[config.mk]
export PLATFORM = sky130hd
export DESIGN_NAME = fetch_unit
export DESIGN_NICKNAME = d
export VERILOG_FILES = /design/src/rtl/fetch_unit_pkg.sv /design/src/rtl/fetch_unit_npc_calc.sv /design/src/rtl/fetch_unit.sv
export SDC_FILE = /design/constraint.sdc
export NUM_CORES = 1
export LEC_CHECK = 0
export ABC_AREA = 1
export BUFFER_PORTS_ARGS = -buffer_cell sky130_fd_sc_hd__buf_2
export CORE_MARGIN = 2
export CORE_UTILIZATION = 40
export DETAILED_ROUTE_END_ITERATION = 16
export PLACE_DENSITY = 0.67
export SLEW_MARGIN = 5
export SYNTH_ARGS = -nofsm -noshare
export SYNTH_HDL_FRONTEND = slang
export SYNTH_SLANG_ARGS = --single-unit
[constraint.sdc]
create_clock -name clk -period 2.95 [get_ports clk]
set_input_delay 0.4425 -clock clk [delete_from_list [all_inputs] [get_ports clk]]
set_output_delay 0.4425 -clock clk [all_outputs]
set_load 0.05 [all_outputs]
[src/rtl/fetch_unit_pkg.sv]
// Shared definitions for the instruction fetch unit: next-PC select
// encodings, fetch FSM states, the NOP encoding and small PC helpers.
package fetch_unit_pkg;

    // Next-PC select driven by the control unit
    typedef enum logic [1:0] {
        NPC_PC4  = 2'd0,
        NPC_IMM  = 2'd1,
        NPC_ALU  = 2'd2,
        NPC_RSVD = 2'd3
    } npc_op_e;

    // Fetch sequencing states
    typedef enum logic [1:0] {
        ST_IDLE  = 2'd0,
        ST_FETCH = 2'd1,
        ST_HOLD  = 2'd2
    } fetch_state_e;

    // addi x0, x0, 0
    localparam logic [31:0] NOP_ENC = 32'h0000_0013;

    // Sequential instruction stride in bytes
    localparam logic [31:0] PC_STEP = 32'h0000_0004;

    // jalr targets drop bit 0; masking keeps every operand bit in use
    function automatic logic [31:0] jalr_align(input logic [31:0] target);
        return target & 32'hFFFF_FFFE;
    endfunction

endpackage

[src/rtl/fetch_unit_npc_calc.sv]
// Combinational next-PC selection. All additions are 32-bit and wrap
// modulo 2^32; the reserved select falls back to sequential flow.
module npc_calc
    import fetch_unit_pkg::*;
(
    input  logic [31:0] pc,
    input  logic [1:0]  npc_op,
    input  logic [31:0] imm,
    input  logic [31:0] alu_c,
    output logic [31:0] next_pc,
    output logic [31:0] pc4
);

    logic [31:0] pc4_s;
    logic [31:0] pc_imm_s;

    // Candidate targets, truncated to 32 bits so overflow wraps
    always_comb begin
        pc4_s    = pc + PC_STEP;
        pc_imm_s = pc + imm;
    end

    // Select the next PC from the control unit encoding
    always_comb begin
        next_pc = pc4_s;
        case (npc_op)
            NPC_PC4: next_pc = pc4_s;
            NPC_IMM: next_pc = pc_imm_s;
            NPC_ALU: next_pc = jalr_align(alu_c);
            default: next_pc = pc4_s;
        endcase
    end

    assign pc4 = pc4_s;

endmodule

[src/rtl/fetch_unit.sv]
// Instruction fetch unit: requests one instruction at a time from
// instruction memory, holds it for decode until downstream retires it,
// then advances the PC to the target chosen by npc_calc.
module fetch_unit
    import fetch_unit_pkg::*;
#(
    parameter logic [31:0] RESET_PC = 32'h0000_0000,
    parameter logic [31:0] NOP_INST = NOP_ENC
) (
    input  logic        clk,
    input  logic        rst,
    input  logic [1:0]  npc_op,
    input  logic [31:0] imm,
    input  logic [31:0] alu_c,
    input  logic        ex_done,
    output logic        imem_req,
    output logic [31:0] imem_addr,
    input  logic        imem_ready,
    input  logic [31:0] imem_rdata,
    output logic [31:0] pc,
    output logic [31:0] pc4,
    output logic [31:0] inst,
    output logic        inst_valid
);

    fetch_state_e state_q;
    fetch_state_e state_d;

    logic [31:0] pc_q;
    logic [31:0] pc_d;
    logic [31:0] inst_q;
    logic [31:0] inst_d;
    logic        valid_q;
    logic        valid_d;

    logic [31:0] next_pc_s;
    logic        fetching_s;
    logic        load_inst_s;
    logic        retire_s;

    npc_calc u_npc_calc (
        .pc      (pc_q),
        .npc_op  (npc_op),
        .imm     (imm),
        .alu_c   (alu_c),
        .next_pc (next_pc_s),
        .pc4     (pc4)
    );

    // FSM state register; reset wins over any in-flight fetch
    always_ff @(posedge clk) begin
        if (rst) begin
            state_q <= ST_IDLE;
        end else begin
            state_q <= state_d;
        end
    end

    // FSM next-state: ex_done only matters while an instruction is held
    always_comb begin
        state_d = state_q;
        case (state_q)
            ST_IDLE: begin
                state_d = ST_FETCH;
            end
            ST_FETCH: begin
                if (imem_ready) begin
                    state_d = ST_HOLD;
                end else begin
                    state_d = ST_FETCH;
                end
            end
            ST_HOLD: begin
                if (ex_done) begin
                    state_d = ST_FETCH;
                end else begin
                    state_d = ST_HOLD;
                end
            end
            default: begin
                state_d = ST_IDLE;
            end
        endcase
    end

    // FSM outputs: memory request and datapath load enables
    always_comb begin
        fetching_s  = 1'b0;
        load_inst_s = 1'b0;
        retire_s    = 1'b0;
        case (state_q)
            ST_IDLE: begin
                fetching_s = 1'b0;
            end
            ST_FETCH: begin
                fetching_s  = 1'b1;
                load_inst_s = imem_ready;
            end
            ST_HOLD: begin
                retire_s = ex_done;
            end
            default: begin
                fetching_s = 1'b0;
            end
        endcase
    end

    // Datapath next values: capture on fetch, advance PC on retire
    always_comb begin
        pc_d    = pc_q;
        inst_d  = inst_q;
        valid_d = valid_q;
        if (load_inst_s) begin
            inst_d  = imem_rdata;
            valid_d = 1'b1;
        end else if (retire_s) begin
            pc_d    = next_pc_s;
            inst_d  = NOP_INST;
            valid_d = 1'b0;
        end else begin
            pc_d    = pc_q;
            inst_d  = inst_q;
            valid_d = valid_q;
        end
    end

    // Datapath registers with synchronous reset
    always_ff @(posedge clk) begin
        if (rst) begin
            pc_q    <= RESET_PC;
            inst_q  <= NOP_INST;
            valid_q <= 1'b0;
        end else begin
            pc_q    <= pc_d;
            inst_q  <= inst_d;
            valid_q <= valid_d;
        end
    end

    // Request is suppressed while reset is asserted, even before the first edge
    assign imem_req   = fetching_s & ~rst;
    assign imem_addr  = pc_q;
    assign pc         = pc_q;
    assign inst       = inst_q;
    assign inst_valid = valid_q;

endmodule

==> summary.log, run 1 <==
[cts] H-tree levels 3
[worst_setup_path] capturing element type of the critical path output pin
[global_routing] total congestion overflow after global routing 0
[worst_setup_path] startpoint type of the worst setup path register
[logic_synthesis] number of unique standard cell types used by synthesis 45
[cts] clock tree buffer depth 2
[placed_design] Post-DP HPWL 18510 um
[route] first drt pass iteration count 5
[finish] commonest non-fill, non-tap cells in the layout sky130_fd_sc_hd__nand2_1, sky130_fd_sc_hd__buf_2, sky130_fd_sc_hd__inv_1
[finish] share of final-layout standard cells stronger than drive strength 1 0.2369
[timing] Final Cycle Share 0.9335
[timing] highest clock rate 363.1 MHz
[worst_setup_path] slowest cell delay on critical path 460 ps
[global_routing] global-route wire length before repair 35820 um
[timing] worst slew margin relative to its limit 0.5579
[worst_setup_path] Critical-path top delay cell sky130_fd_sc_hd__dfxtp_2
[pwr] worst vdd ir 322.6 uV
[finish] # diodes 0
[worst_setup_path] Worst Path Required 2510 ps
[placed_design] number of I/O port buffers 230
[logic_synthesis] Synth top area share 0.2105
[global_routing] antenna violations before repair 0
[cts] number of buffers added by the clock tree synthesis step 9
[logic_synthesis] Cell Area, Synth 0.006371 mm^2
[worst_hold_path] Worst Hold Launch imem_rdata[1]
[logic_synthesis] fraction of registers with async set/reset 0
[timing] Final setup violation count 0
[finish] multi-input gate area in the final layout 0.004105 mm^2
[logic_synthesis] Yosys top cell by area sky130_fd_sc_hd__dfxtp_1
[placed_design] Placed Cells incl. Taps 1463
[logic_synthesis] syn nets 1209
[cts] Sink Count 67
[worst_setup_path] worst-path maximum fanout 8
[floorplanning] std cell rows 46
[cts] clock latency at the later pin of the worst-skew pair 340 ps
[finish] number of filler cells placed in the layout 1681
[route] DRC errors left 0
[cts] clock tree from TritonCTS yes
[worst_setup_path] worst setup path startpoint imem_addr[2]
[timing] slew at the pin closest to its max-slew limit 662.2 ps
[logic_synthesis] Synth Instances 1072
[route] vias per inst 5.221
[route] DRT iter0 DRCs 619
[timing] post-route setup TNS 0 ps
[route] number of vias in the routed layout 7716
[route] Routed WL 23490 um
[floorplanning] die outline width 130.2 um
[finish] final cell count without fillers 1478
[status] run status finished, final reports clean
[finish] commonest non-fill, non-tap cell in the layout sky130_fd_sc_hd__nand2_1
[cts] count of hold buffers inserted by post-cts repair 0
[run] max-capacitance violation count 0
[logic_synthesis] portion of the post-synthesis area used by sequential elements 0.2105
[worst_setup_path] worst-path cell chain ha_1, nand3_2, inv_2, nand2_2, inv_2, nand3_4, nor2_4, nand3_2, xnor2_2, buf_2
[finish] post-synthesis to final-layout area growth 22.86%
[logic_synthesis] leading register cell type out of synthesis sky130_fd_sc_hd__dfxtp_1
[finish] final layout net count 1395
[floorplanning] starting utilization of the core area 0.4055
[timing] final hold viol count 0
[logic_synthesis] synthesis-stage register bit count 67
[worst_setup_path] Crit Path Class register to output pin
[timing] final count of pins violating max slew 0
[floorplanning] number of top-level pins 232
[pwr] Leak 4.250 nW
[finish] area taken by flip-flops and latches 0.001344 mm^2
[cts] clock root buffer sky130_fd_sc_hd__clkbuf_16
[timing] post-layout minimum cycle time 2754 ps
[route] per-cell routed wire length 15.90 um
[logic_synthesis] number of synthesized flops with an enable pin 0
[global_routing] GRT Overall Usage 0.2715
[floorplanning] Die Outline Area 0.01695 mm^2
[placed_design] global placement routability congestion 0.9388
[global_routing] vias in the first global route 6776
[timing] Layout Skew 6.170 ps
[pwr] power density over cell area 350.3 mW/mm^2
[global_routing] largest net degree at the start of global routing 60
[cts] Post-CTS Repair Setup Buffers 0
[logic_synthesis] number of warning messages in the yosys log 0
[route] DRT antenna net count 0
[worst_setup_path] Worst R2R Start imem_addr[11]
[worst_setup_path] data arrival time of the worst path 2310 ps
[timing] RSZ-0062 raised after global routing false
[cts] clock transition at the registers of the reported paths 60 ps
[floorplanning] overall die height 130.2 um
[worst_hold_path] HP Class input port to register
[logic_synthesis] synthesized area per cell 5.943 um^2
[logic_synthesis] ranking of synthesized cells by area sky130_fd_sc_hd__dfxtp_1, sky130_fd_sc_hd__nand2_1, sky130_fd_sc_hd__a21oi_1, sky130_fd_sc_hd__inv_1, sky130_fd_sc_hd__ha_1
[floorplanning] Core ar. 0.01571 mm^2
==> area by class of cell <==
class,count,share of cell area
Clock inverter,5,0.007832
Timing Repair Buffer,247,0.1634
Multi-Input combinational cell,792,0.5245
Clock buffer,10,0.03053
Tap cell,216,0.03453
Inverter,141,0.06762
Sequential cell,67,0.1717
==> worst max-delay path, delay by kind of cell, from the launching register on <==
| family | cells | cell delay, ps |
|---|---|---|
| adder cells (fa/ha/maj) | 1 | 240 |
| AND/OR/NAND/NOR | 5 | 600 |
| flip-flops | 1 | 460 |
| XOR/XNOR | 1 | 170 |
| buffers and inverters | 3 | 500 |
==> report_power, final <==
part	leakage [nW]	switching, mW	internal (mW)
clock network	0.149	0.425	0.678
registers	0.545	0.0348	0.936
logic	3.56	0.469	0.198
==> timing repair <==
item	CTS	global route
endpoints found under the setup margin	0	6
gates resized for setup	0	3
endpoints found under the hold margin	0	0
==> kinds of logic (layout without fill, tap and decap cells) <==
| logic type | count (synthesis) | after routing | synth area share |
|---|---|---|---|
| adders and majority gates | 35 | 35 | 0.06991 |
| xor gates and xnor gates | 20 | 20 | 0.03103 |
| DFF | 67 | 67 | 0.2105 |
| buffers and inverters | 213 | 403 | 0.1461 |
| and+or+nand+nor | 552 | 552 | 0.3885 |
| AOI/OAI and AO/OA | 185 | 185 | 0.1540 |
==> metal layers <==
metal / up-vias / GRT usage / wire length, um
li1: 3862 / - / -
met1: 3467 / 0.3740 / 10460
met2: 363 / 0.4413 / 10710
met3: 24 / 0.05002 / 1912
met4: 0 / 0.06325 / 421
met5: - / 0 / 0
==> flip-flops by register name (all words and copies together) (netlist names) <==
signal      cells
state_q         2
imem_addr      32
inst_valid      1
inst           32
==> final timing paths <==
path	endpoint	cells past startpoint	slack, ps
worst max-delay path	pc4[30]	10	200
worst min-delay path	inst[1]	3	330
worst max register to register	imem_addr[21]	14	460
worst min register to register	inst_valid	2	480
==> metrics by stage <==
stage | hold slack, ps | total power, mW | setup slack (ps) | cell area [um^2] | utilization
floorplan | 483.5 | 1.433 | 166.4 | 6371 | -
global placement | 447.2 | 1.649 | 446.4 | 7518 | 0.4785
detailed placement | 464.7 | 1.652 | 424.4 | 7518 | 0.4785
CTS | 325.3 | 2.755 | 75.54 | 7819 | 0.4976
global route | 352.2 | 2.854 | 14.50 | 7828 | 0.4982
finish | 332.6 | 2.742 | 196.3 | 7828 | 0.4982
==> Yosys cell counts (16+ instances only) <==
cell / n
sky130_fd_sc_hd__nand2_1: 314
sky130_fd_sc_hd__inv_1: 133
sky130_fd_sc_hd__a21oi_1: 125
sky130_fd_sc_hd__nand3_1: 85
sky130_fd_sc_hd__dfxtp_1: 67
sky130_fd_sc_hd__nor2_1: 61
sky130_fd_sc_hd__nand4_1: 40
sky130_fd_sc_hd__buf_4: 34
sky130_fd_sc_hd__clkbuf_1: 34
sky130_fd_sc_hd__ha_1: 34
sky130_fd_sc_hd__o21ai_0: 32
sky130_fd_sc_hd__nor3_1: 16
(Power assumes the default switching activity.)
==> inputs of run 2 (changes only) <==
--- a/config.mk
+++ b/config.mk
@@ -5,12 +5,11 @@
 export SDC_FILE = /design/constraint.sdc
 export NUM_CORES = 1
 export LEC_CHECK = 0
-export ABC_AREA = 1
 export BUFFER_PORTS_ARGS = -buffer_cell sky130_fd_sc_hd__buf_2
 export CORE_MARGIN = 2
 export CORE_UTILIZATION = 40
 export DETAILED_ROUTE_END_ITERATION = 16
-export PLACE_DENSITY = 0.67
+export PLACE_DENSITY = 0.68
 export SLEW_MARGIN = 5
 export SYNTH_ARGS = -nofsm -noshare
 export SYNTH_HDL_FRONTEND = slang
==> constraint.sdc (replaced) <==
create_clock -name clk -period 2.95 [get_ports clk]
set_input_delay 0.4425 -clock clk [delete_from_list [all_inputs] [get_ports clk]]
set_output_delay 0.4425 -clock clk [all_outputs]
set_load 0.02 [all_outputs]
==> summary.log, run 2 <==
[logic_synthesis] most used standard cells in the synthesized netlist sky130_fd_sc_hd__dfxtp_1, sky130_fd_sc_hd__nor2_1, sky130_fd_sc_hd__a21oi_1, sky130_fd_sc_hd__nand2_1, sky130_fd_sc_hd__xnor2_1 [was sky130_fd_sc_hd__nand2_1, sky130_fd_sc_hd__inv_1, sky130_fd_sc_hd__a21oi_1, sky130_fd_sc_hd__nand3_1, sky130_fd_sc_hd__dfxtp_1]
[route] first drt pass iteration count 6 [was 5]
[global_routing] global-route wire length before repair 30320 um [was 35820 um]
[route] DRC errors left 0 [unchanged]
[placed_design] Post-DP HPWL 15390 um [was 18510 um]
[pwr] share of power burned in the clock network 0.440 [was 0.402]
[run] max-capacitance violation count 0 [unchanged]
[worst_setup_path] Worst Path Required 2510 ps [about the same]
[route] DRT antenna net count 0 [unchanged]
[pwr] switch share 0.3038 [was 0.3390]
[timing] RSZ-0062 raised after global routing false [unchanged]
[cts] clock tree from TritonCTS yes [unchanged]
[pwr] portion of total power attributed to sequential cells 0.353 [was 0.354]
[floorplanning] Core ar. 0.01377 mm^2 [was 0.01571 mm^2]
[pwr] Internal Dissipation 1.905 mW [was 1.813 mW]
[cts] clock latency at the later pin of the worst-skew pair 350 ps [was 340 ps]
[timing] post-route setup TNS 0 ps [unchanged]
[cts] clock transition at the registers of the reported paths 60 ps [about the same]
[cts] Sink Count 67 [unchanged]
[floorplanning] starting utilization of the core area 0.4071 [was 0.4055]
[logic_synthesis] synthesis-stage register bit count 67 [unchanged]
[pwr] power density over cell area 384.6 mW/mm^2 [was 350.3 mW/mm^2]
[global_routing] antenna violations before repair 0 [unchanged]
[worst_setup_path] startpoint type of the worst setup path register [unchanged]
[pwr] Leak 3.454 nW [was 4.250 nW]
[finish] final layout net count 1060 [was 1395]
[finish] commonest non-fill, non-tap cells in the layout sky130_fd_sc_hd__buf_2, sky130_fd_sc_hd__nor2_1, sky130_fd_sc_hd__dfxtp_1 [was sky130_fd_sc_hd__nand2_1, sky130_fd_sc_hd__buf_2, sky130_fd_sc_hd__inv_1]
[timing] post-layout minimum cycle time 2837 ps [was 2754 ps]
[worst_setup_path] worst-path maximum fanout 10 [was 8]
[logic_synthesis] number of synthesized flops with an enable pin 0 [unchanged]
[route] Routed WL 20050 um [was 23490 um]
[route] number of vias in the routed layout 6392 [was 7716]
[route] per-cell routed wire length 18.09 um [was 15.90 um]
[pwr] net load switching power 831.1 uW [was 929.5 uW]
[pwr] worst vdd ir 299.8 uV [was 322.6 uV]
[worst_setup_path] capturing element type of the critical path output pin [unchanged]
[placed_design] global placement routability congestion 0.9504 [was 0.9388]
[global_routing] vias in the first global route 5737 [was 6776]
[logic_synthesis] Synth Instances 730 [was 1072]
[cts] clock root buffer sky130_fd_sc_hd__clkbuf_16 [unchanged]
[logic_synthesis] Cell Area, Synth 0.005607 mm^2 [was 0.006371 mm^2]
[global_routing] total congestion overflow after global routing 0 [unchanged]
[logic_synthesis] syn nets 867 [was 1209]
[global_routing] largest net degree at the start of global routing 38 [was 60]
[timing] final hold viol count 0 [unchanged]
[cts] number of buffers added by the clock tree synthesis step 9 [unchanged]
[floorplanning] number of top-level pins 232 [unchanged]
[cts] count of hold buffers inserted by post-cts repair 0 [unchanged]
[placed_design] number of I/O port buffers 230 [unchanged]
[timing] Final setup violation count 0 [unchanged]
[finish] area of all placed cells without fillers 0.007114 mm^2 [was 0.007828 mm^2]
[logic_synthesis] Synth top area share 0.2392 [was 0.2105]
[floorplanning] die outline width 122.4 um [was 130.2 um]
[logic_synthesis] ranking of synthesized cells by area sky130_fd_sc_hd__dfxtp_1, sky130_fd_sc_hd__ha_1, sky130_fd_sc_hd__xnor2_1, sky130_fd_sc_hd__a21oi_1, sky130_fd_sc_hd__buf_4 [was sky130_fd_sc_hd__dfxtp_1, sky130_fd_sc_hd__nand2_1, sky130_fd_sc_hd__a21oi_1, sky130_fd_sc_hd__inv_1, sky130_fd_sc_hd__ha_1]
[floorplanning] std cell rows 43 [was 46]
[route] vias per inst 5.769 [was 5.221]
[logic_synthesis] synthesized area per cell 7.680 um^2 [was 5.943 um^2]
[status] run status finished, final reports clean [unchanged]
[cts] clock tree buffer depth 2 [unchanged]
[route] DRT iter0 DRCs 591 [was 619]
[global_routing] GRT Overall Usage 0.2587 [was 0.2715]
[timing] Layout Skew 8.365 ps [was 6.170 ps]
[placed_design] total placed instance area 0.006766 mm^2 [was 0.007518 mm^2]
[worst_setup_path] data arrival time of the worst path 2390 ps [was 2310 ps]
[finish] # diodes 0 [unchanged]
[timing] slew at the pin closest to its max-slew limit 746.7 ps [was 662.2 ps]
[logic_synthesis] number of warning messages in the yosys log 0 [unchanged]
[finish] post-synthesis to final-layout area growth 26.89% [was 22.86%]
[logic_synthesis] leading cell type by number of instances after synthesis sky130_fd_sc_hd__dfxtp_1 [was sky130_fd_sc_hd__nand2_1]
[floorplanning] overall die height 122.4 um [was 130.2 um]
[pwr] fraction of power consumed by combinational cells 0.207 [was 0.243]
[timing] Final Cycle Share 0.9616 [was 0.9335]
[logic_synthesis] portion of the post-synthesis area used by sequential elements 0.2392 [was 0.2105]
[worst_hold_path] HP Class input port to register [unchanged]
[logic_synthesis] Yosys top cell by area sky130_fd_sc_hd__dfxtp_1 [unchanged]
[finish] share of final-layout standard cells stronger than drive strength 1 0.3222 [was 0.2369]
[logic_synthesis] leading register cell type out of synthesis sky130_fd_sc_hd__dfxtp_1 [unchanged]
[worst_setup_path] Crit Path Class register to output pin [unchanged]
[cts] H-tree levels 3 [unchanged]
[logic_synthesis] number of unique standard cell types used by synthesis 71 [was 45]
[timing] highest clock rate 352.5 MHz [was 363.1 MHz]
[timing] worst slew margin relative to its limit 0.5010 [was 0.5579]
[timing] final count of pins violating max slew 0 [unchanged]
[floorplanning] Die Outline Area 0.01498 mm^2 [was 0.01695 mm^2]
[logic_synthesis] fraction of registers with async set/reset 0 [unchanged]
[finish] commonest non-fill, non-tap cell in the layout sky130_fd_sc_hd__buf_2 [was sky130_fd_sc_hd__nand2_1]
run 2: changes by cell type after synthesis, moves of 29 or more:
cell                      delta
sky130_fd_sc_hd__a21oi_1    -67
sky130_fd_sc_hd__a22oi_1    +29
sky130_fd_sc_hd__inv_1     -115
sky130_fd_sc_hd__nand2_1   -262
sky130_fd_sc_hd__nand3_1    -58
sky130_fd_sc_hd__xnor2_1    +34
run 2: area by class of cell:
cell class	count	area (um^2)
flip-flops and latches	67	1344
clock inverters	7	101.3
fillers	1418	6659
multi-input cells	563	3749
well taps	180	225.2
inverters	19	71.32
repair buffers	263	1399
clock buffers	9	225.2
run 2: worst paths after layout:
kind / start / end / slack, ps / cells past startpoint
worst max-delay path: imem_addr[21] / pc4[29] / 110 / 6
worst min register to register: inst[0] / inst[0] / 470 / 2
worst max register to register: imem_addr[0] / imem_addr[24] / 180 / 11
worst min-delay path: imem_rdata[0] / inst[0] / 330 / 3
run 2: repair_timing:
item	in CTS	in global routing
setup buffers	0	2
endpoints found under the setup margin	1	8
gates resized for setup	1	3
pin swaps	0	1
run 2: power groups by stage:
stage / Sequential [mW] / Combinational, mW / Clock, mW
final: 0.966 / 0.565 / 1.20
after global placement: 0.985 / 0.556 / 0
after global routing: 0.970 / 0.612 / 1.26
after floorplan: 1.02 / 0.319 / 0
after CTS: 0.965 / 0.559 / 1.22
after detailed placement: 0.985 / 0.556 / 0
run 2: critical path, stage by stage, from the launching register on:
cell                      delay (ps)
sky130_fd_sc_hd__dfxtp_1         510
sky130_fd_sc_hd__and4_1          340
sky130_fd_sc_hd__and4_1          340
sky130_fd_sc_hd__nand2_1          90
sky130_fd_sc_hd__nor2_1          200
sky130_fd_sc_hd__xor2_1          330
sky130_fd_sc_hd__buf_2           240
run 2: cells by family (layout without fill, tap and decap cells):
| family | count (synthesis) | after routing | synth area share |
|---|---|---|---|
| xor gates and xnor gates | 47 | 47 | 0.07342 |
| muxes | 5 | 5 | 0.009373 |
| buffers and inverters | 100 | 298 | 0.09328 |
| adders and majority gates | 35 | 35 | 0.07945 |
| and+or+nand+nor | 235 | 235 | 0.2082 |
| DFF | 67 | 67 | 0.2392 |
| AOI/OAI and AO/OA | 241 | 241 | 0.2970 |
run 2: per-stage QoR:
stage	utilization	hold WS, ps	worst slack [ps]	total power [mW]	cells
floorplan	-	568.0	265.1	1.338	730
detailed placement	0.4913	457.4	5.063	1.541	1090
finish	0.5165	333.3	113.3	2.736	1108
global route	0.5165	345.1	25.05	2.843	1108
global placement	0.4913	453.9	61.43	1.541	1090
CTS	0.5151	328.3	22.15	2.744	1106
run 2: layer usage:
layer  track usage  part of all wire  up-vias
li1              -                 -     3070
met1        0.3516              0.45     3011
met2        0.4132              0.46      275
met3       0.04740             0.070       36
met4       0.08405             0.022        0
met5             0                 0        -
